[config.mk]
export PLATFORM = sky130hd
export DESIGN_NAME = adder8_mp_seq_flat
export DESIGN_NICKNAME = d
export VERILOG_FILES = /design/src/rtl/adder8_mp_seq_if.sv /design/src/rtl/adder8_mp_seq.sv /design/src/flat_wrapper.sv
export SDC_FILE = /design/constraint.sdc
export NUM_CORES = 1
export LEC_CHECK = 0
export CAP_MARGIN = 20
export CORE_MARGIN = 5
export CORE_UTILIZATION = 45
export CTS_CLUSTER_DIAMETER = 50
export DETAILED_ROUTE_END_ITERATION = 7
export PLACE_DENSITY = 0.8
export SYNTH_ARGS = -nofsm -noshare
export SYNTH_HDL_FRONTEND = slang
export SYNTH_SLANG_ARGS = --single-unit
[constraint.sdc]
create_clock -name clk -period 4.86 [get_ports clk]
set_input_delay 0.486 -clock clk [delete_from_list [all_inputs] [get_ports clk]]
set_output_delay 0.486 -clock clk [all_outputs]
set_load 0.005 [all_outputs]
[src/rtl/adder8_mp_seq_if.sv]
// adder8_mp_seq_if: bundle of the sequencer's request/response handshake and
// its byte-wide link to the shared 8-bit adder (adder8_44).
//   slave  : the sequencer's view. It takes the request and the adder results,
//            and drives the response and the adder operands.
//   master : the environment's view. This is the requesting control unit
//            together with the external adder.
// Request : start, op_sub, a_in[W], b_in[W], cin
// Response: busy, done, sum_out[W], cout_out, ovf_out
// Adder   : add_a[8], add_b[8], add_cin -> adder; add_sum[8], add_cout <- adder
interface adder8_mp_seq_if #(
    parameter int NBYTES = 4
);
    localparam int W = 8 * NBYTES;

    logic         start;
    logic         op_sub;
    logic [W-1:0] a_in;
    logic [W-1:0] b_in;
    logic         cin;
    logic         busy;
    logic         done;
    logic [W-1:0] sum_out;
    logic         cout_out;
    logic         ovf_out;
    logic [7:0]   add_a;
    logic [7:0]   add_b;
    logic         add_cin;
    logic [7:0]   add_sum;
    logic         add_cout;

    modport slave (
        input  start, op_sub, a_in, b_in, cin, add_sum, add_cout,
        output busy, done, sum_out, cout_out, ovf_out, add_a, add_b, add_cin
    );

    modport master (
        output start, op_sub, a_in, b_in, cin, add_sum, add_cout,
        input  busy, done, sum_out, cout_out, ovf_out, add_a, add_b, add_cin
    );
endinterface

[src/rtl/adder8_mp_seq.sv]
// adder8_mp_seq: multi-precision add/subtract sequencer.
// It time-multiplexes one external 8-bit adder over NBYTES-wide operands. The
// sequencer issues one byte per clock, starting with the LSB, and chains the
// carry from byte to byte.
// Ports:
//   clk     : rising-edge clock
//   reset_n : asynchronous active-low reset
//   bus     : adder8_mp_seq_if.slave. It carries the start/done request, the
//             operands and results, and the adder byte link. The NBYTES value
//             of the interface instance must match this module's NBYTES.
// Sequence: IDLE -(start)-> RUN (NBYTES cycles, one byte each) -> DONE -> IDLE.
// done is high in the cycle after the edge that captures the last byte.
module adder8_mp_seq #(
    parameter int NBYTES = 4
) (
    input  logic                clk,
    input  logic                reset_n,
    adder8_mp_seq_if.slave      bus
);
    localparam int W  = 8 * NBYTES;
    localparam int IW = (NBYTES > 1) ? $clog2(NBYTES) : 1;

    typedef enum logic [1:0] {
        S_IDLE,
        S_RUN,
        S_DONE
    } state_t;

    state_t         state_q, state_d;
    logic [W-1:0]   a_q, a_d;
    logic [W-1:0]   b_q, b_d;
    logic           sub_q, sub_d;
    logic [IW-1:0]  idx_q, idx_d;
    logic           carry_q, carry_d;
    logic [W-1:0]   sum_q, sum_d;
    logic           cout_q, cout_d;
    logic           ovf_q, ovf_d;
    logic           done_q, done_d;
    logic           busy_q, busy_d;

    logic [7:0]     add_a_c;
    logic [7:0]     add_b_c;
    logic           add_cin_c;
    logic           last_byte;

    assign last_byte = (idx_q == IW'(NBYTES - 1));

    always_comb begin
        state_d   = state_q;
        a_d       = a_q;
        b_d       = b_q;
        sub_d     = sub_q;
        idx_d     = idx_q;
        carry_d   = carry_q;
        sum_d     = sum_q;
        cout_d    = cout_q;
        ovf_d     = ovf_q;
        busy_d    = busy_q;
        done_d    = 1'b0;
        add_a_c   = 8'h00;
        add_b_c   = 8'h00;
        add_cin_c = 1'b0;

        case (state_q)
            S_IDLE: begin
                if (bus.start) begin
                    a_d     = bus.a_in;
                    b_d     = bus.b_in;
                    sub_d   = bus.op_sub;
                    carry_d = bus.cin;
                    idx_d   = '0;
                    busy_d  = 1'b1;
                    state_d = S_RUN;
                end
            end

            S_RUN: begin
                add_a_c   = a_q[8*idx_q +: 8];
                add_b_c   = sub_q ? ~b_q[8*idx_q +: 8] : b_q[8*idx_q +: 8];
                add_cin_c = carry_q;
                sum_d[8*idx_q +: 8] = bus.add_sum;
                carry_d   = bus.add_cout;
                idx_d     = idx_q + IW'(1);
                if (last_byte) begin
                    // On the MSB byte, add_a[7] is A's sign bit and add_b[7]
                    // is the sign bit of the effective B, so overflow means
                    // the operands share a sign and the result sign differs.
                    cout_d  = bus.add_cout;
                    ovf_d   = (a_q[W-1] == add_b_c[7]) && (bus.add_sum[7] != a_q[W-1]);
                    idx_d   = '0;
                    done_d  = 1'b1;
                    state_d = S_DONE;
                end
            end

            S_DONE: begin
                // A start that arrives in this cycle is dropped on purpose.
                // busy is still high, so the requester must retry.
                busy_d  = 1'b0;
                state_d = S_IDLE;
            end

            default: begin
                busy_d  = 1'b0;
                state_d = S_IDLE;
            end
        endcase
    end

    always_ff @(posedge clk or negedge reset_n) begin
        if (!reset_n) begin
            state_q <= S_IDLE;
            a_q     <= '0;
            b_q     <= '0;
            sub_q   <= 1'b0;
            idx_q   <= '0;
            carry_q <= 1'b0;
            sum_q   <= '0;
            cout_q  <= 1'b0;
            ovf_q   <= 1'b0;
            done_q  <= 1'b0;
            busy_q  <= 1'b0;
        end else begin
            state_q <= state_d;
            a_q     <= a_d;
            b_q     <= b_d;
            sub_q   <= sub_d;
            idx_q   <= idx_d;
            carry_q <= carry_d;
            sum_q   <= sum_d;
            cout_q  <= cout_d;
            ovf_q   <= ovf_d;
            done_q  <= done_d;
            busy_q  <= busy_d;
        end
    end

    assign bus.busy     = busy_q;
    assign bus.done     = done_q;
    assign bus.sum_out  = sum_q;
    assign bus.cout_out = cout_q;
    assign bus.ovf_out  = ovf_q;
    assign bus.add_a    = add_a_c;
    assign bus.add_b    = add_b_c;
    assign bus.add_cin  = add_cin_c;
endmodule
[src/flat_wrapper.sv]
// flat-port wrapper written by rule: the top's interface ports become plain ports
module adder8_mp_seq_flat 
#(
    parameter int NBYTES = 4
)
  (clk, reset_n, bus_start, bus_op_sub, bus_a_in, bus_b_in, bus_cin, bus_add_sum, bus_add_cout, bus_busy, bus_done, bus_sum_out, bus_cout_out, bus_ovf_out, bus_add_a, bus_add_b, bus_add_cin);
  adder8_mp_seq_if #(.NBYTES(NBYTES)) bus_i ();
  input  logic clk;
  input  logic reset_n;
  input wire logic [$bits(bus_i.start)-1:0] bus_start;
  input wire logic [$bits(bus_i.op_sub)-1:0] bus_op_sub;
  input wire logic [$bits(bus_i.a_in)-1:0] bus_a_in;
  input wire logic [$bits(bus_i.b_in)-1:0] bus_b_in;
  input wire logic [$bits(bus_i.cin)-1:0] bus_cin;
  input wire logic [$bits(bus_i.add_sum)-1:0] bus_add_sum;
  input wire logic [$bits(bus_i.add_cout)-1:0] bus_add_cout;
  output wire logic [$bits(bus_i.busy)-1:0] bus_busy;
  output wire logic [$bits(bus_i.done)-1:0] bus_done;
  output wire logic [$bits(bus_i.sum_out)-1:0] bus_sum_out;
  output wire logic [$bits(bus_i.cout_out)-1:0] bus_cout_out;
  output wire logic [$bits(bus_i.ovf_out)-1:0] bus_ovf_out;
  output wire logic [$bits(bus_i.add_a)-1:0] bus_add_a;
  output wire logic [$bits(bus_i.add_b)-1:0] bus_add_b;
  output wire logic [$bits(bus_i.add_cin)-1:0] bus_add_cin;
  assign bus_i.start = bus_start;
  assign bus_i.op_sub = bus_op_sub;
  assign bus_i.a_in = bus_a_in;
  assign bus_i.b_in = bus_b_in;
  assign bus_i.cin = bus_cin;
  assign bus_i.add_sum = bus_add_sum;
  assign bus_i.add_cout = bus_add_cout;
  assign bus_busy = bus_i.busy;
  assign bus_done = bus_i.done;
  assign bus_sum_out = bus_i.sum_out;
  assign bus_cout_out = bus_i.cout_out;
  assign bus_ovf_out = bus_i.ovf_out;
  assign bus_add_a = bus_i.add_a;
  assign bus_add_b = bus_i.add_b;
  assign bus_add_cin = bus_i.add_cin;
  adder8_mp_seq #(.NBYTES(NBYTES)) u_core (.clk(clk), .reset_n(reset_n), .bus(bus_i));
endmodule
# Word level (Yosys, flattened, before mapping)
# Index checks and enable logic that the tools add are counted.
classes:
  reduce_logical: 8
  mux: 17
  addsub: 2
  shift: 4
  eq_ne: 6
  bitwise_logic: 2
ops:
  columns: ["cell", "count"]
  rows:
  - ["32-bit by 6-bit variable part select with 8-bit output", 2]
  - ["5-bit negation with 34-bit output", 1]
  - ["8-bit by 34-bit variable shift with 32-bit output (first input constant)", 1]
  - ["8-bit by 34-bit variable part select with 32-bit output", 1]
  - ["32-bit bitwise mux", 1]
  - ["8-bit two-way mux", 3]
  - ["2-bit AND reduction", 5]
  - ["2-bit two-way mux", 4]
  - ["8-bit NOT", 1]
  - ["2-bit one-hot mux with 2 select lines", 2]
  - ["1-bit two-way mux", 5]
  - ["1-bit one-hot mux with 2 select lines", 2]
  - ["2-bit by 1-bit adder with 2-bit output (second input constant)", 1]
  - ["2-bit by 1-bit equality test with 1-bit output (second input constant)", 1]
  - ["2-bit equality test (second input constant)", 1]
  - ["2-bit logical NOT", 1]
  - ["2-bit by 1-bit != test with 1-bit output (second input constant)", 1]
  - ["2-bit != test (second input constant)", 1]
  - ["2-bit nonzero test", 1]
  - ["1-bit equality test", 1]
  - ["1-bit logical AND", 1]
  - ["1-bit != test", 1]
  - ["1-bit NOT", 1]
word_totals:
  out_inout_bits: 53
  ff_bits: 106
  in_bits: 78
  wordCells: 50

# Longest topological paths before layout
depth:
  ltp_word: 5
  ltp_mapped: 8
  ltp_nobuf: 6

# Worst setup path after synthesis
# Ideal clock, no wire load.
synth_path:
  path_kind: "flip-flop to flip-flop"
  start: "reg u_core.idx_q[1]"
  end: "reg u_core.sum_q[16], in the netlist u_core.bus.sum_out[16]"
  required_time_ns: 4.793
  t_arrival_ns: 2.137
  setup_ns: 0.067
  slack_ns: 2.656
  synth_period_minus_slack_ns: 2.204
  n_path_buf: 2
  stages_incl_launch_ff: 8
  path_cell_list: "dfrtp_1 -> buf_2 -> buf_1 -> inv_1 -> ha_1 -> nor3b_1 -> nor3b_2 -> a22o_1"
synth_via:
  elab_chain_cells: 3
  elab_cells_between_ends: 4
  classes_between: "add/sub (1); shift (2); mux (1)"
synth_lines:
  columns: ["element", "line_no", "text"]
  rows:
  - ["from (decl)", "adder8_mp_seq.sv:33", "logic [IW-1:0] idx_q, idx_d;"]
  - ["from (signal assigned)", "adder8_mp_seq.sv:128", "idx_q <= idx_d;"]
  - ["5-bit negation with 34-bit output *", "adder8_mp_seq.sv:81", "sum_d[8*idx_q +: 8] = bus.add_sum;"]
  - ["8-bit by 34-bit variable part select with 32-bit output or 8-bit by 34-bit variable shift with 32-bit output (tied branches)", "adder8_mp_seq.sv:81", null]
  - ["32-bit bitwise mux *", "adder8_mp_seq.sv:81", null]
  - ["to (signal assigned)", "adder8_mp_seq.sv:130", "sum_q <= sum_d;"]
  - ["to (decl)", "adder8_mp_seq.sv:35", "logic [W-1:0] sum_q, sum_d;"]
# Mark *: on every way between the ends. The rest lies on a longest branch, timed or not.
# A chain may end at the register's enable or synchronous reset.

# Worst setup path after layout
layout_path:
  start: "reg u_core.idx_q[0]"
  end: "out bus_add_b[7]"
layout_via:
  elab_chain_cells: 4
layout_lines:
  columns: ["element", "line_no", "text"]
  rows:
  - ["32-bit by 6-bit variable part select with 8-bit output *", "adder8_mp_seq.sv:79", "add_b_c = sub_q ? ~b_q[8*idx_q +: 8] : b_q[8*idx_q +: 8];"]
  - ["8-bit NOT", "adder8_mp_seq.sv:79", null]
  - ["8-bit two-way mux *", "adder8_mp_seq.sv:79", null]
  - ["8-bit two-way mux *", "adder8_mp_seq.sv:64", "case (state_q)"]
  - ["to (decl)", "flat_wrapper.sv:23", "output wire logic [$bits(bus_i.add_b)-1:0] bus_add_b;"]
# Marks and branches as above.

==> run_results.csv <==
group,metric,value,unit
run_status,status,"complete, no violations",
synthesis,synth-xor-area-share,1.540,%
floorplanning,rows,36,
synthesis,synth-compound-area-share,7.506,%
placement,dp.final_hpwl,7579,um
critical_path,worstPathMaxFanout,16,
timing,relSlewSlack,39.71,%
routing,routedWlPerCell,17.96,um
synthesis,ys_warn_count,0,
routing,drtIter0Drc,103,
clocking,post_cts_buffers,0,
clocking,hold_buffers,0,
layout,diodes,0,
routing,first_pass_iters,6,
global_routing,grt_pass1_wl,16980,um
synthesis,synth_fa_ha_area_share,1.650,%
routing,wl,10190,um
global_routing,overflow,0,
synthesis,avgSynthCellArea,15.22,um2
placement,place_congestion,0.7871,
synthesis,synth_top_area_share,58.29,%
floorplanning,die_area,0.01222,mm2
timing,worstMarginPinSlew,0.9043,ns
placement,postPlaceCellArea,0.005973,mm2
clocking,cts_buffer_depth,2,
critical_path,crit_chain,"buf_4 -> mux4_2 -> xnor2_1 -> nor2_1 -> clkdlybuf4s50_1",
floorplanning,chipWidth,110.6,um
pwr,powerDensity,640.2,mW/mm2
global_routing,antenna_found_initial,0,
timing,period_minus_slack,3.225,ns
synthesis,synth_top_family_by_area,"multiplexers",
timing,period_share,66.37,%
min_path,hp-class,"primary input to asynchronous set/reset pin",
synthesis,ys_ff_latch,106,
clocking,insertion_delay,0.36,ns
routing,ant_nets,0,
clocking,root_buffer,"clkbuf_8",
synthesis,yosys-top-cells-area,"dfrtp_1 58%, mux2_2 16%, mux4_2 7.9%, a22o_1 6.4%, ha_1 1.6%",
synthesis,synth_area_leader_cell,"dfrtp_1",
routing,viasPerCell,5.222,
timing,fin_worst_skew,0.006163,ns
critical_path,worstPathArrival,2.74,ns
timing,max_freq,0.3100,GHz
timing,finalHoldViolations,0,
clocking,htree_levels,3,
floorplanning,initial_core_util,46.34,%
layout,drive_gt1_share,24.88,%
floorplanning,num_io_pins,131,
synthesis,synthMuxAreaShare,24.25,%
clocking,clock-sinks,106,
critical_path,critPathMaxStageDelay,0.60,ns
critical_path,crit_type,"register to output port",
layout,area_growth,35.66,%
synthesis,netlist_instances,299,
global_routing,grt_max_degree,65,
placement,portBuffers,130,
synthesis,synthSimpleGateAreaFrac,4.812,%
clocking,tritoncts,"yes",
layout,multi_input_area,0.001814,mm2
timing,setup-violations-final,0,
global_routing,first_global_vias,3243,
routing,dr_total_vias,2961,
timing,final.setup.tns,0,ns
layout,ff_latch_area,0.002653,mm2
pwr,p_leak,2.553,nW
pwr,finalPower,3.952,mW
synthesis,netlist_area,0.004551,mm2
critical_path,rrSetupSlack,2.13,ns
clocking,cts_resized,0,
layout,nFillCells,814,
layout,most-common-layout-cells,"129 x clkdlybuf4s50_1, 106 x dfrtp_1, 66 x mux2_2",
synthesis,yosys.cell_types.count,27,
critical_path,cpMaxStageDelayCell,"dfrtp_1",
clocking,cts_made_buffers,9,
layout,final_common_cell,"clkdlybuf4s50_1",
timing,drv_slew,0,
floorplanning,core,0.009819,mm2
floorplanning,die_height,110.6,um
synthesis,yosysSeqAreaShare,58.29,%
pwr,peakVddDrop,0.0003306,V
layout,final_nets,514,
routing,drc,0,
job,cap_violations,0,
critical_path,start_kind,"register",
critical_path,end_kind,"output port",
critical_path,cp_data_required_time,4.37,ns
global_routing,grtUsageTotal,17.15,%
clocking,clkTransAtPathRegs,0.09,ns
synthesis,syn_nets,383,
timing,rsz0062_at_grt,"no",
layout,fin_area,0.006173,mm2
==> layout make-up <==
cell class / count / area share, %
multi-input combinational: 174 / 29.39
sequential: 106 / 42.97
clock inverter: 5 / 0.8918
timing repair buffer: 134 / 21.52
clock buffer: 10 / 2.229
inverter: 5 / 0.3040
tap: 133 / 2.696
==> power breakdown <==
part / internal (mW) / total, mW / switching, mW / leakage (nW)
clock: 0.248 / 0.530 / 0.283 / 0.0941
combinational: 1.20 / 1.84 / 0.631 / 1.15
sequential: 1.30 / 1.59 / 0.283 / 1.31
total: 2.76 / 3.95 / 1.20 / 2.55
==> state kept, by name, summed over array words and instances, names as in the netlist <==
register	cells
u_core.a_q	32
u_core.b_q	32
u_core.bus.busy	1
u_core.bus.cout_out	1
u_core.bus.done	1
u_core.bus.ovf_out	1
u_core.bus.sum_out	32
u_core.carry_q	1
u_core.idx_q	2
u_core.state_q	2
u_core.sub_q	1
==> routing by layer <==
| metal | track usage [%] | part of all wire [%] | vias up |
|---|---|---|---|
| li1 | - | - | 1359 |
| met1 | 20.31 | 40 | 1502 |
| met2 | 29.61 | 52 | 96 |
| met3 | 6.400 | 6.9 | 4 |
| met4 | 4.187 | 0.58 | 0 |
| met5 | 0 | 0 | - |
==> path summary, 6_finish.rpt <==
check                           cells after the start                        start                                  to
worst min-delay path                                1                      reset_n  u_core.bus.sum_out[13]$_DFFE_PN0P_
worst max-delay path                                5  u_core.idx_q[0]$_DFFE_PN0P_                        bus_add_b[7]
min in group clk                                    1  u_core.bus.busy$_DFFE_PN0P_         u_core.bus.busy$_DFFE_PN0P_
worst min register to register                      1  u_core.bus.busy$_DFFE_PN0P_         u_core.bus.busy$_DFFE_PN0P_
max in group asynchronous                           2                      reset_n           u_core.a_q[2]$_DFFE_PN0P_
worst max register to register                      6  u_core.idx_q[1]$_DFFE_PN0P_  u_core.bus.sum_out[12]$_DFFE_PN0P_
==> cell usage after synthesis <==
library cell  count
dfrtp_1         106
mux2_2           66
a22o_1           33
mux4_2           16
buf_2            11
nor2_1           11
and2_1            9
xnor2_1           8
ha_1              6
nand2_1           6
inv_1             5
a31oi_1           2
nand2_2           2
nor2b_1           2
nor3b_1           2
nor4b_2           2
o21ai_0           2
a21o_1            1
a22oi_1           1
buf_1             1
buf_4             1
clkbuf_1          1
nand3b_1          1
nor3b_2           1
o21bai_1          1
o31ai_1           1
or3b_1            1
==> critical path: cells and delay by family, from the launching register on <==
| family | cells | cell delay, ns |
|---|---|---|
| xor gates and xnor gates | 1 | 0.16 |
| buffers and inverters | 2 | 0.92 |
| DFF | 1 | 0.60 |
| muxes | 1 | 0.55 |
| and+or+nand+nor | 1 | 0.14 |
==> cell families (layout without fill, tap and decap cells) <==
family	after synthesis	in the layout
flops	106	106
mux	82	82
compound gates	41	41
simple gates	37	37
buf+inv	19	154
xor+xnor	8	8
fa+ha+maj	6	6
==> metrics by stage <==
stage / setup slack [ns] / hold WS (ns) / instances / utilization [%]
CTS: 1.576 / 0.09363 / 566 / 62.79
floorplan: 2.656 / 0.1904 / 299 / -
global placement: 2.005 / 0.4721 / 551 / 60.83
detailed placement: 1.991 / 0.4763 / 551 / 60.83
global route: 1.439 / 0.1188 / 567 / 62.87
finish: 1.635 / 0.09147 / 567 / 62.87
(Power assumes the default switching activity.)
